$ cat src/rtl/fifo_word_packer_pkg.sv
// Shared defaults and FSM state encoding for the FIFO word packer.
package fifo_pack_pkg;
    localparam int DIN_W_DEF = 8;
    localparam int PACK_DEF  = 4;

    typedef enum logic [1:0] {
        IDLE = 2'd0,
        FILL = 2'd1,
        HOLD = 2'd2
    } state_t;
endpackage

$ cat src/rtl/fifo_word_packer_if.sv
// Signal bundle between the packer, its upstream sync FIFO and the word sink.
interface fifo_word_packer_if
    import fifo_pack_pkg::*;
#(
    parameter int DIN_W = DIN_W_DEF,
    parameter int PACK  = PACK_DEF
) ();
    logic                  fifo_empty;
    logic [DIN_W-1:0]      fifo_data;
    logic                  fifo_rd_en;
    logic                  flush;
    logic                  out_valid;
    logic                  out_ready;
    logic [DIN_W*PACK-1:0] out_data;
    logic [PACK-1:0]       out_keep;
    logic                  out_last;

    modport master (
        input  fifo_empty, fifo_data, flush, out_ready,
        output fifo_rd_en, out_valid, out_data, out_keep, out_last
    );

    modport slave (
        output fifo_empty, fifo_data, flush, out_ready,
        input  fifo_rd_en, out_valid, out_data, out_keep, out_last
    );
endinterface

$ cat src/rtl/fifo_word_packer.sv
// Pops bytes from a sync FIFO and packs PACK of them into one output word,
// with flush emitting a partially filled word.
//
// state | meaning
// IDLE  | no lanes filled, no read in flight
// FILL  | 1..PACK-1 lanes filled, or a read in flight
// HOLD  | word presented on out_*, waiting for out_ready
module fifo_word_packer
    import fifo_pack_pkg::*;
#(
    parameter int DIN_W = DIN_W_DEF,
    parameter int PACK  = PACK_DEF
) (
    input  logic               clk,
    input  logic               rst,
    fifo_word_packer_if.master bus
);
    localparam int CNT_W = $clog2(PACK + 1);
    localparam int CW1   = CNT_W + 1;
    localparam logic [CNT_W:0] PACK_N = CW1'(PACK);

    state_t                state, state_n;
    logic [CNT_W-1:0]      fill_cnt, fill_cnt_n;
    logic                  rd_pending;
    logic                  rd_en;
    logic                  flush_hit;
    logic [CNT_W:0]        n_filled;
    logic [DIN_W-1:0]      lane   [PACK];
    logic [DIN_W-1:0]      lane_n [PACK];
    logic [PACK-1:0]       keep, keep_n;
    logic                  last, last_n;
    logic [DIN_W*PACK-1:0] data_w;

    assign flush_hit = bus.flush && (state == FILL);
    assign n_filled  = {1'b0, fill_cnt} + {{CNT_W{1'b0}}, rd_pending};

    // Reads stop while a flush is being taken so the flushed word is exactly
    // the lanes already filled plus any capture still in flight.
    assign rd_en = rst && !bus.fifo_empty && (state != HOLD)
                   && (n_filled < PACK_N) && !flush_hit;

    always_comb begin
        state_n    = state;
        fill_cnt_n = fill_cnt;
        keep_n     = keep;
        last_n     = last;
        lane_n     = lane;
        case (state)
            IDLE: begin
                if (rd_en) state_n = FILL;
            end
            FILL: begin
                if (rd_pending) begin
                    for (int i = 0; i < PACK; i++) begin
                        if (fill_cnt == CNT_W'(i)) lane_n[i] = bus.fifo_data;
                    end
                    fill_cnt_n = fill_cnt + 1'b1;
                end
                if (n_filled == PACK_N) begin
                    state_n = HOLD;
                    keep_n  = '1;
                    last_n  = 1'b0;
                end else if (flush_hit) begin
                    state_n = HOLD;
                    last_n  = 1'b1;
                    for (int i = 0; i < PACK; i++) keep_n[i] = (n_filled > CW1'(i));
                end
            end
            HOLD: begin
                if (bus.out_ready) begin
                    state_n    = IDLE;
                    fill_cnt_n = '0;
                    keep_n     = '0;
                    last_n     = 1'b0;
                    for (int i = 0; i < PACK; i++) lane_n[i] = '0;
                end
            end
            default: state_n = IDLE;
        endcase
    end

    always_ff @(posedge clk or negedge rst) begin
        if (!rst) begin
            state      <= IDLE;
            fill_cnt   <= '0;
            rd_pending <= 1'b0;
            keep       <= '0;
            last       <= 1'b0;
            for (int i = 0; i < PACK; i++) lane[i] <= '0;
        end else begin
            state      <= state_n;
            fill_cnt   <= fill_cnt_n;
            rd_pending <= rd_en;
            keep       <= keep_n;
            last       <= last_n;
            for (int i = 0; i < PACK; i++) lane[i] <= lane_n[i];
        end
    end

    always_comb begin
        data_w = '0;
        for (int i = 0; i < PACK; i++) data_w[i*DIN_W +: DIN_W] = lane[i];
    end

    assign bus.fifo_rd_en = rd_en;
    assign bus.out_valid  = (state == HOLD);
    assign bus.out_data   = data_w;
    assign bus.out_keep   = keep;
    assign bus.out_last   = last;
endmodule

$ cat src/flat_wrapper.sv
// flat-port wrapper written by rule: the top's interface ports become plain ports
module fifo_word_packer_flat import fifo_pack_pkg::*;
#(
    parameter int DIN_W = DIN_W_DEF,
    parameter int PACK  = PACK_DEF
)
  (clk, rst, bus_fifo_empty, bus_fifo_data, bus_flush, bus_out_ready, bus_fifo_rd_en, bus_out_valid, bus_out_data, bus_out_keep, bus_out_last);
  fifo_word_packer_if #(.DIN_W(DIN_W), .PACK(PACK)) bus_i ();
  input  logic clk;
  input  logic rst;
  input wire logic [$bits(bus_i.fifo_empty)-1:0] bus_fifo_empty;
  input wire logic [$bits(bus_i.fifo_data)-1:0] bus_fifo_data;
  input wire logic [$bits(bus_i.flush)-1:0] bus_flush;
  input wire logic [$bits(bus_i.out_ready)-1:0] bus_out_ready;
  output wire logic [$bits(bus_i.fifo_rd_en)-1:0] bus_fifo_rd_en;
  output wire logic [$bits(bus_i.out_valid)-1:0] bus_out_valid;
  output wire logic [$bits(bus_i.out_data)-1:0] bus_out_data;
  output wire logic [$bits(bus_i.out_keep)-1:0] bus_out_keep;
  output wire logic [$bits(bus_i.out_last)-1:0] bus_out_last;
  assign bus_i.fifo_empty = bus_fifo_empty;
  assign bus_i.fifo_data = bus_fifo_data;
  assign bus_i.flush = bus_flush;
  assign bus_i.out_ready = bus_out_ready;
  assign bus_fifo_rd_en = bus_i.fifo_rd_en;
  assign bus_out_valid = bus_i.out_valid;
  assign bus_out_data = bus_i.out_data;
  assign bus_out_keep = bus_i.out_keep;
  assign bus_out_last = bus_i.out_last;
  fifo_word_packer #(.DIN_W(DIN_W), .PACK(PACK)) u_core (.clk(clk), .rst(rst), .bus(bus_i));
endmodule
$ cat config.mk
export PLATFORM = sky130hd
export DESIGN_NAME = fifo_word_packer_flat
export DESIGN_NICKNAME = d
export VERILOG_FILES = /design/src/rtl/fifo_word_packer_pkg.sv /design/src/rtl/fifo_word_packer_if.sv /design/src/rtl/fifo_word_packer.sv /design/src/flat_wrapper.sv
export SDC_FILE = /design/constraint.sdc
export NUM_CORES = 1
export LEC_CHECK = 0
export ABC_AREA = 1
export BUFFER_PORTS_ARGS = -buffer_cell sky130_fd_sc_hd__buf_4
export CAP_MARGIN = 30
export CORE_MARGIN = 4
export CORE_UTILIZATION = 55
export DETAILED_ROUTE_END_ITERATION = 8
export PLACE_DENSITY = 0.85
export SYNTH_ARGS = -nofsm -noshare
export SYNTH_HDL_FRONTEND = slang
export SYNTH_SLANG_ARGS = --single-unit
$ cat constraint.sdc
create_clock -name clk -period 4 [get_ports clk]
set_clock_uncertainty 0.05 [all_clocks]
set_input_delay 0.6 -clock clk [delete_from_list [all_inputs] [get_ports clk]]
set_output_delay 0.6 -clock clk [all_outputs]
set_load 0.01 [all_outputs]
# After elaboration in Yosys (flattened, before gate mapping)
# Index checks and enable logic that the tools add are counted.
# word_totals
input_bits,13
regBits,43
output_inout_bits,39
# op_classes
n_addsub,2
n_reduce_logical,17
eq_ne,15
n_mux,23
order_cmp,5
# ops
cell,count
32-bit 2-to-1 mux,2
32-bit case mux with 2 select lines,1
8-bit 2-to-1 mux,4
4-bit AND reduction,4
4-bit 2-to-1 mux,3
2-bit != test (second input constant),6
3-bit AND reduction,3
4-bit by 1-bit greater-than comparator with 1-bit output (second input constant),2
4-bit by 2-bit greater-than comparator with 1-bit output (second input constant),2
2-bit 2-to-1 mux,4
4-bit case mux with 2 select lines,1
3-bit by 2-bit == test with 1-bit output (second input constant),2
3-bit 2-to-1 mux,2
2-bit case mux with 3 select lines,1
3-bit case mux with 2 select lines,1
1-bit logical AND,5
3-bit by 1-bit adder with 4-bit output,1
4-bit by 3-bit == test with 1-bit output (second input constant),1
4-bit by 3-bit less-than comparator with 1-bit output (second input constant),1
2-bit by 1-bit != test with 1-bit output (second input constant),2
3-bit by 1-bit adder with 3-bit output (second input constant),1
3-bit by 1-bit == test with 1-bit output (second input constant),1
3-bit logical NOT,1
1-bit 2-to-1 mux,3
other kinds (7),8

# Depth between registers and ports, before layout
# Gate-level depths: netlist of the first run.
# depth
word_depth,7
ltp_mapped,11
mapped_depth_nobuf,11

# Worst setup path before layout of the first run
# OpenSTA, ideal clock, no wires.
# synth_path
path_kind,reg-to-output
from,register u_core.state[0]
to,output bus_fifo_rd_en
path_stages_with_launch,8
arrival_ns,1.274
required_time_ns,3.350
path_buffers,0
path_slack_ns,2.076
path_cell_list,dfrtp_1 > inv_1 > ha_1 > clkinv_1 > nand2_1 > nor2_1 > nand2_1 > inv_1
# synth_via
elab_chain_cells,4
# synth_lines
item,line_no,rtl
from (decl),fifo_word_packer.sv:22,"state_t state, state_n;"
from (signal assigned),fifo_word_packer.sv:91,state <= state_n;
2-bit != test / 2-bit by 1-bit == test with 1-bit output (equally long branches),"fifo_word_packer.sv:39, fifo_word_packer.sv:34",
1-bit logical AND (on tied branches),"fifo_word_packer.sv:39, fifo_word_packer.sv:34",
1-bit logical AND / 1-bit logical NOT (equally long branches),fifo_word_packer.sv:40,&& (n_filled < PACK_N) && !flush_hit;
1-bit logical AND *,fifo_word_packer.sv:40,
to (decl),flat_wrapper.sv:15,output wire logic [$bits(bus_i.fifo_rd_en)-1:0] bus_fifo_rd_en;
# Every way passes the cells marked *; elsewhere a longest branch is shown, timed or not.

# Worst setup path after layout of the first run
# Same ends and word-level chain as after synthesis.

==> results of run 1 <==
[area by class of cell]
class	count	area (µm²)
Inverter	13	48.8
Timing Repair Buffer	51	383
Tap cell	46	57.6
Clock buffer	6	41.3
Fill cell	291	958
Multi-Input combinational cell	147	759
Sequential cell	43	1080
Clock inverter	2	12.5
[layer usage]
layer  wire length, µm  share of wire (%)  up-vias
met1              1820                 46      731
met5                 0                  0        -
met4                81                2.0        0
met3               250                6.2       11
li1                  -                  -      788
met2              1850                 46       40
[cell families after synthesis]
logic type | after synthesis | share of synthesized area, %
flip-flops | 43 | 56.2
buffers and inverters | 18 | 4.12
adder cells (fa/ha/maj) | 11 | 7.19
AND/OR/NAND/NOR | 91 | 19.8
AO/OA/AOI/OAI | 45 | 12.7
[where the power goes]
part	leakage, nW	internal [mW]	total [mW]	switching [mW]
Clock	0.0282	0.0680	0.203	0.135
Combinational	0.645	0.00878	0.0246	0.0159
Sequential	0.591	0.435	0.435	0
Total	1.26	0.511	0.662	0.151
[path summary, 6_finish.rpt]
| kind | start | end | slack, ns | depth (start not counted) |
|---|---|---|---|---|
| max | u_core.state[0] | bus_fifo_rd_en | 1.27 | 8 |
| min | rst | u_core.bus.out_data[22] | 0.17 | 1 |
| max reg2reg | u_core.state[0] | u_core.state[1] | 2.09 | 10 |
| min reg2reg | u_core.bus.out_data[17] | u_core.bus.out_data[17] | 0.45 | 2 |
| max in group asynchronous | rst | u_core.bus.out_data[28] | 3.35 | 1 |
| min in group clk | u_core.bus.out_data[17] | u_core.bus.out_data[17] | 0.45 | 2 |
[critical path, delay by kind of cell (launching register included)]
kind,cells,cell delay (ns)
adders and majority gates,1,0.29
buffers and inverters,4,0.72
DFF,1,0.42
and+or+nand+nor,3,0.31
[Yosys cell counts (all sizes together)]
library cell | instances | area [µm²]
nand4 | 2 | 12.5
clkbuf | 1 | 3.75
a21oi | 8 | 40.0
a21boi | 2 | 18.8
nor2 | 15 | 63.8
o22ai | 1 | 6.26
ha | 11 | 138
nand2 | 64 | 248
o21ai | 33 | 165
inv | 12 | 45.0
clkinv | 1 | 3.75
buf | 4 | 26.3
nand3 | 10 | 55.1
o211ai | 1 | 12.5
dfrtp | 43 | 1080
[sequential cells by signal (all words and copies together), names as in the netlist]
signal / count
u_core.bus.out_keep: 4
u_core.bus.out_data: 32
u_core.rd_pending: 1
u_core.state: 2
u_core.fill_cnt: 3
u_core.bus.out_last: 1
==> metrics.txt, run 1 <==
M3 GR Usage 4.22%; met2 Use GR 27.5%; Seq cells post-synth 43; total negative slack 0 ns; grt ovf 0; Hold Crit Class input port to async pin; CTS tree yes; Inst Count DP 300; CP peak stage delay 0.42 ns; CP Max Fanout 17; P&R area growth vs syn 24.2%; slew at the pin closest to its max-slew limit 0.535 ns; Post-CTS Setup Bufs 0; final WL 4.01 mm; Synth Net Count 232; die area 4490 µm²; clk buf depth 2; # port buffers 51; Crit-path slowest cell dfrtp_1; pwr/cell area 278 nW/µm²; grt met1 use 26.9%; Mean Syn Cell Area 9.20 µm²; Syn Inst Count 208; PnR Total Power 662 µW; # IOs 52; CP arrival 2.08 ns; Max VDD drop 243 µV; Total GRT Usage 18.6%; RSZ-0062 raised after global routing no; Synth Cell Area 1910 µm²; Initial Util 57.4%; nets 285; synth warn 0; setup ws final 1.27 ns; final instance area 2380 µm²; drt first pass iters 4; CP Cell Sequence inv_1, ha_1, clkinv_1, nand2_1, nor2_1, nand2_1, inv_1, buf_4; Vias 1570; leak pwr 1.26 nW; Layout Cells excl Fill 308; pin count of the biggest net entering global routing 45; hold_buf cts 0; Inserted Clock Buffers 5; antenna cell count 0; vias per inst 5.10; Die Span Y 67.0 µm; number of global-route vias before repair 1382; most frequent cells in the layout 61 x nand2_1, 51 x buf_4, 43 x dfrtp_1, 28 x o21ai_0, 14 x nor2_1; Residual DRC 0; highest clock rate 366 MHz; dpl hpwl 2.92 mm; H-tree Lvls 2; sequential element share of the synthesized area 56.2%; final weighted congestion in routability-driven placement 0.846; Final ANT Viol Nets 0; initial antenna violation count 0; period utilisation layout 68.4%; CP Launch Type register; root buf cell clkbuf_4; FP Rows 21; final setup fails 0; Fin. Hold Viols 0; post-layout min period 2.73 ns; drt first-iter violations 123; CTS Sinks 43; first-pass GRT wire length 6.28 mm; WP data required 3.35 ns; fin. max-slew vios 0; chip width 67.0 µm; leading cell type in the layout, fill and taps excluded nand2_1; worst slack at placement 1.63 ns; Final Core Density 71.3%; Max Cap Viol 0; gr busiest metal met2; status completed; relative slew slack 64.3%; Distinct cells, synth 22; Fin Hold WS 0.168 ns; Post-CTS Resized 0; dpl cell area 2320 µm²; Critical Path End Type output pin; drt wl/cell 13.0 µm; Clock Latency Late Sink 0.34 ns; share of post-route cells with drive strength above 1 25.2%; Crit Path Category register to output pin; Reg clk slew, reported paths 0.13 ns; Core Region 3340 µm²
Note: power is estimated with default switching activity, not from simulation.
==> run 2, diff against run 1 <==
CORE_UTILIZATION = 46   (was 55)
PLACE_DENSITY = 0.76   (was 0.85)
clock period = 2.4 ns   (was 4 ns; I/O delays follow)
==> run 2 against run 1 <==
Cell count increased by 1.9%. Clock power increased to 2.8 times the previous value. Critical path depth unchanged. Combinational power increased by 74%. Sequential cell count unchanged. Non-clock buffer count increased by 2. Register-to-register slack got worse by 1.6 ns. Clock-buffer cell count decreased by 1. Critical path type unchanged.
==> metrics.txt, run 2 (same netlist as run 1, synthesis figures left out) <==
leak pwr 1.30 nW (was 1.26 nW); first-pass GRT wire length 6.76 mm (was 6.28 mm); leading cell type in the layout, fill and taps excluded nand2_1 (unchanged); CP Max Fanout 6 (was 17); root buf cell clkbuf_8 (was clkbuf_4); pin count of the biggest net entering global routing 44 (was 45); highest clock rate 471 MHz; period utilisation layout 88.5%; hold_buf cts 0 (unchanged); vias per inst 4.94 (was 5.10); antenna cell count 0 (unchanged); Max Cap Viol 0 (unchanged); final WL 4.07 mm (was 4.01 mm); CTS Sinks 43 (unchanged); Fin Hold WS 0.106 ns (was 0.168 ns); status completed (unchanged); dpl hpwl 3.02 mm (was 2.92 mm); flop2flop setup slack 0.49 ns (was 2.09 ns); relative slew slack 64.4% (was 64.3%); initial antenna violation count 0 (unchanged); total negative slack 0 ns (unchanged); worst slack at placement 0.518 ns (was 1.63 ns); Crit Path Category register to output pin (unchanged); slew at the pin closest to its max-slew limit 0.532 ns (was 0.535 ns); Reg clk slew, reported paths 0.08 ns (was 0.13 ns); RSZ-0062 raised after global routing no (unchanged); # port buffers 51 (unchanged); P&R area growth vs syn 28.4% (was 24.2%); fin. max-slew vios 0 (unchanged); RR Startpoint u_core.fill_cnt[0] (was u_core.state[0]); Max VDD drop 448 µV (was 243 µV); clock share of power 42.4% (was 30.7%); Hold Crit Class input port to async pin (unchanged); WP data required 1.99 ns (was 3.35 ns); Vias 1551 (was 1570); drt first-iter violations 95 (was 123); Inserted Clock Buffers 5 (unchanged); Die Span Y 72.5 µm (was 67.0 µm); # IOs 52 (unchanged); clk buf depth 2 (unchanged); Fin. Hold Viols 0 (unchanged); die area 5260 µm² (was 4490 µm²); Logic pwr share 3.2% (was 3.7%); Post-CTS Resized 0 (unchanged); CTS tree yes (unchanged); worst reg-to-reg path cell count 8 (was 10); final weighted congestion in routability-driven placement 0.873 (was 0.846); FP Rows 23 (was 21); Critical Path End Type output pin (unchanged); drt first pass iters 4 (unchanged); final setup fails 0 (unchanged); pwr/cell area 541 nW/µm² (was 278 nW/µm²); post-layout min period 2.13 ns; CP arrival 1.72 ns (was 2.08 ns); Clock Latency Late Sink 0.29 ns (was 0.34 ns); Total GRT Usage 16.5% (was 18.6%); drt wl/cell 13.0 µm (about the same); r2r endpoint u_core.bus.out_last (was u_core.state[1]); share of post-route cells with drive strength above 1 26.1% (was 25.2%); setup ws final 0.275 ns (was 1.27 ns); nets 287 (was 285); H-tree Lvls 2 (unchanged); CP Launch Type register (unchanged); chip width 72.5 µm (was 67.0 µm); most frequent cells in the layout 61 x nand2_1, 53 x buf_4, 43 x dfrtp_1, 28 x o21ai_0, 14 x nor2_1 (was 61 x nand2_1, 51 x buf_4, 43 x dfrtp_1, 28 x o21ai_0, 14 x nor2_1); Reg power frac 54.4% (was 65.6%); Sw Share 21.1% (was 22.8%); Internal Power 1.05 mW (was 511 µW); Final ANT Viol Nets 0 (unchanged); number of global-route vias before repair 1415 (was 1382); Initial Util 47.9% (was 57.4%); Net Sw Power 281 µW (was 151 µW); grt ovf 0 (unchanged); Residual DRC 0 (unchanged); Post-CTS Setup Bufs 0 (unchanged); Core Region 4000 µm² (was 3340 µm²); max reg flops 32 (unchanged)
[run 2: through the flow]
stage               instance area, µm²  instances  utilization (%)  total power, mW
floorplan                         1910        208                -            0.746
global placement                  2340        306             58.6            0.782
detailed placement                2340        306             58.6            0.782
CTS                               2460        314             61.4             1.35
global route                      2460        314             61.4             1.37
finish                            2460        314             61.4             1.33
[run 2: power groups by stage]
stage / Clock (mW) / Sequential [mW] / Combinational [mW]
finish: 0.564 / 0.724 / 0.0427
CTS: 0.578 / 0.724 / 0.0443
global route: 0.600 / 0.724 / 0.0489
global placement: 0 / 0.738 / 0.0438
detailed placement: 0 / 0.738 / 0.0443
floorplan: 0 / 0.738 / 0.00794
[run 2: per-layer routing]
metal  share of wire (%)  up-vias  global-route usage (%)
met4                0.34        0                    4.92
met1                  48      722                    23.2
met3                 5.3        2                    3.46
met5                   0        -                       0
met2                  47       33                    26.0
li1                    -      794                       -
[run 2: worst max path at each step]
stage | slack, ns | from | endpoint | depth (start not counted)
2_1_floorplan | 0.71 | u_core.fill_cnt[0] | u_core.bus.out_keep[2] | 8
3_3_place_gp | 0.54 | u_core.fill_cnt[0] | u_core.bus.out_keep[1] | 8
3_5_place_dp | 0.52 | u_core.fill_cnt[0] | u_core.bus.out_last | 8
4_1_cts | 0.25 | u_core.fill_cnt[0] | bus_fifo_rd_en | 8
5_1_grt | 0.13 | u_core.fill_cnt[0] | bus_fifo_rd_en | 9
6_report | 0.27 | u_core.fill_cnt[0] | bus_fifo_rd_en | 8
[run 2: final cells by class]
cell class,instances,area (µm²)
tap,50,62.6
clock buffer,5,68.8
fill,336,1540
clock inverter,3,43.8
sequential,43,1080
multi-input combinational,147,759
inverter,13,48.8
timing repair buffer,53,398
[run 2: critical path: stages, from the launching register on]
cell	delay [ns]
dfrtp_1	0.45
ha_1	0.24
ha_1	0.20
nand2_1	0.09
nand2_1	0.08
nor2_1	0.09
nand2_1	0.07
inv_1	0.09
buf_4	0.12
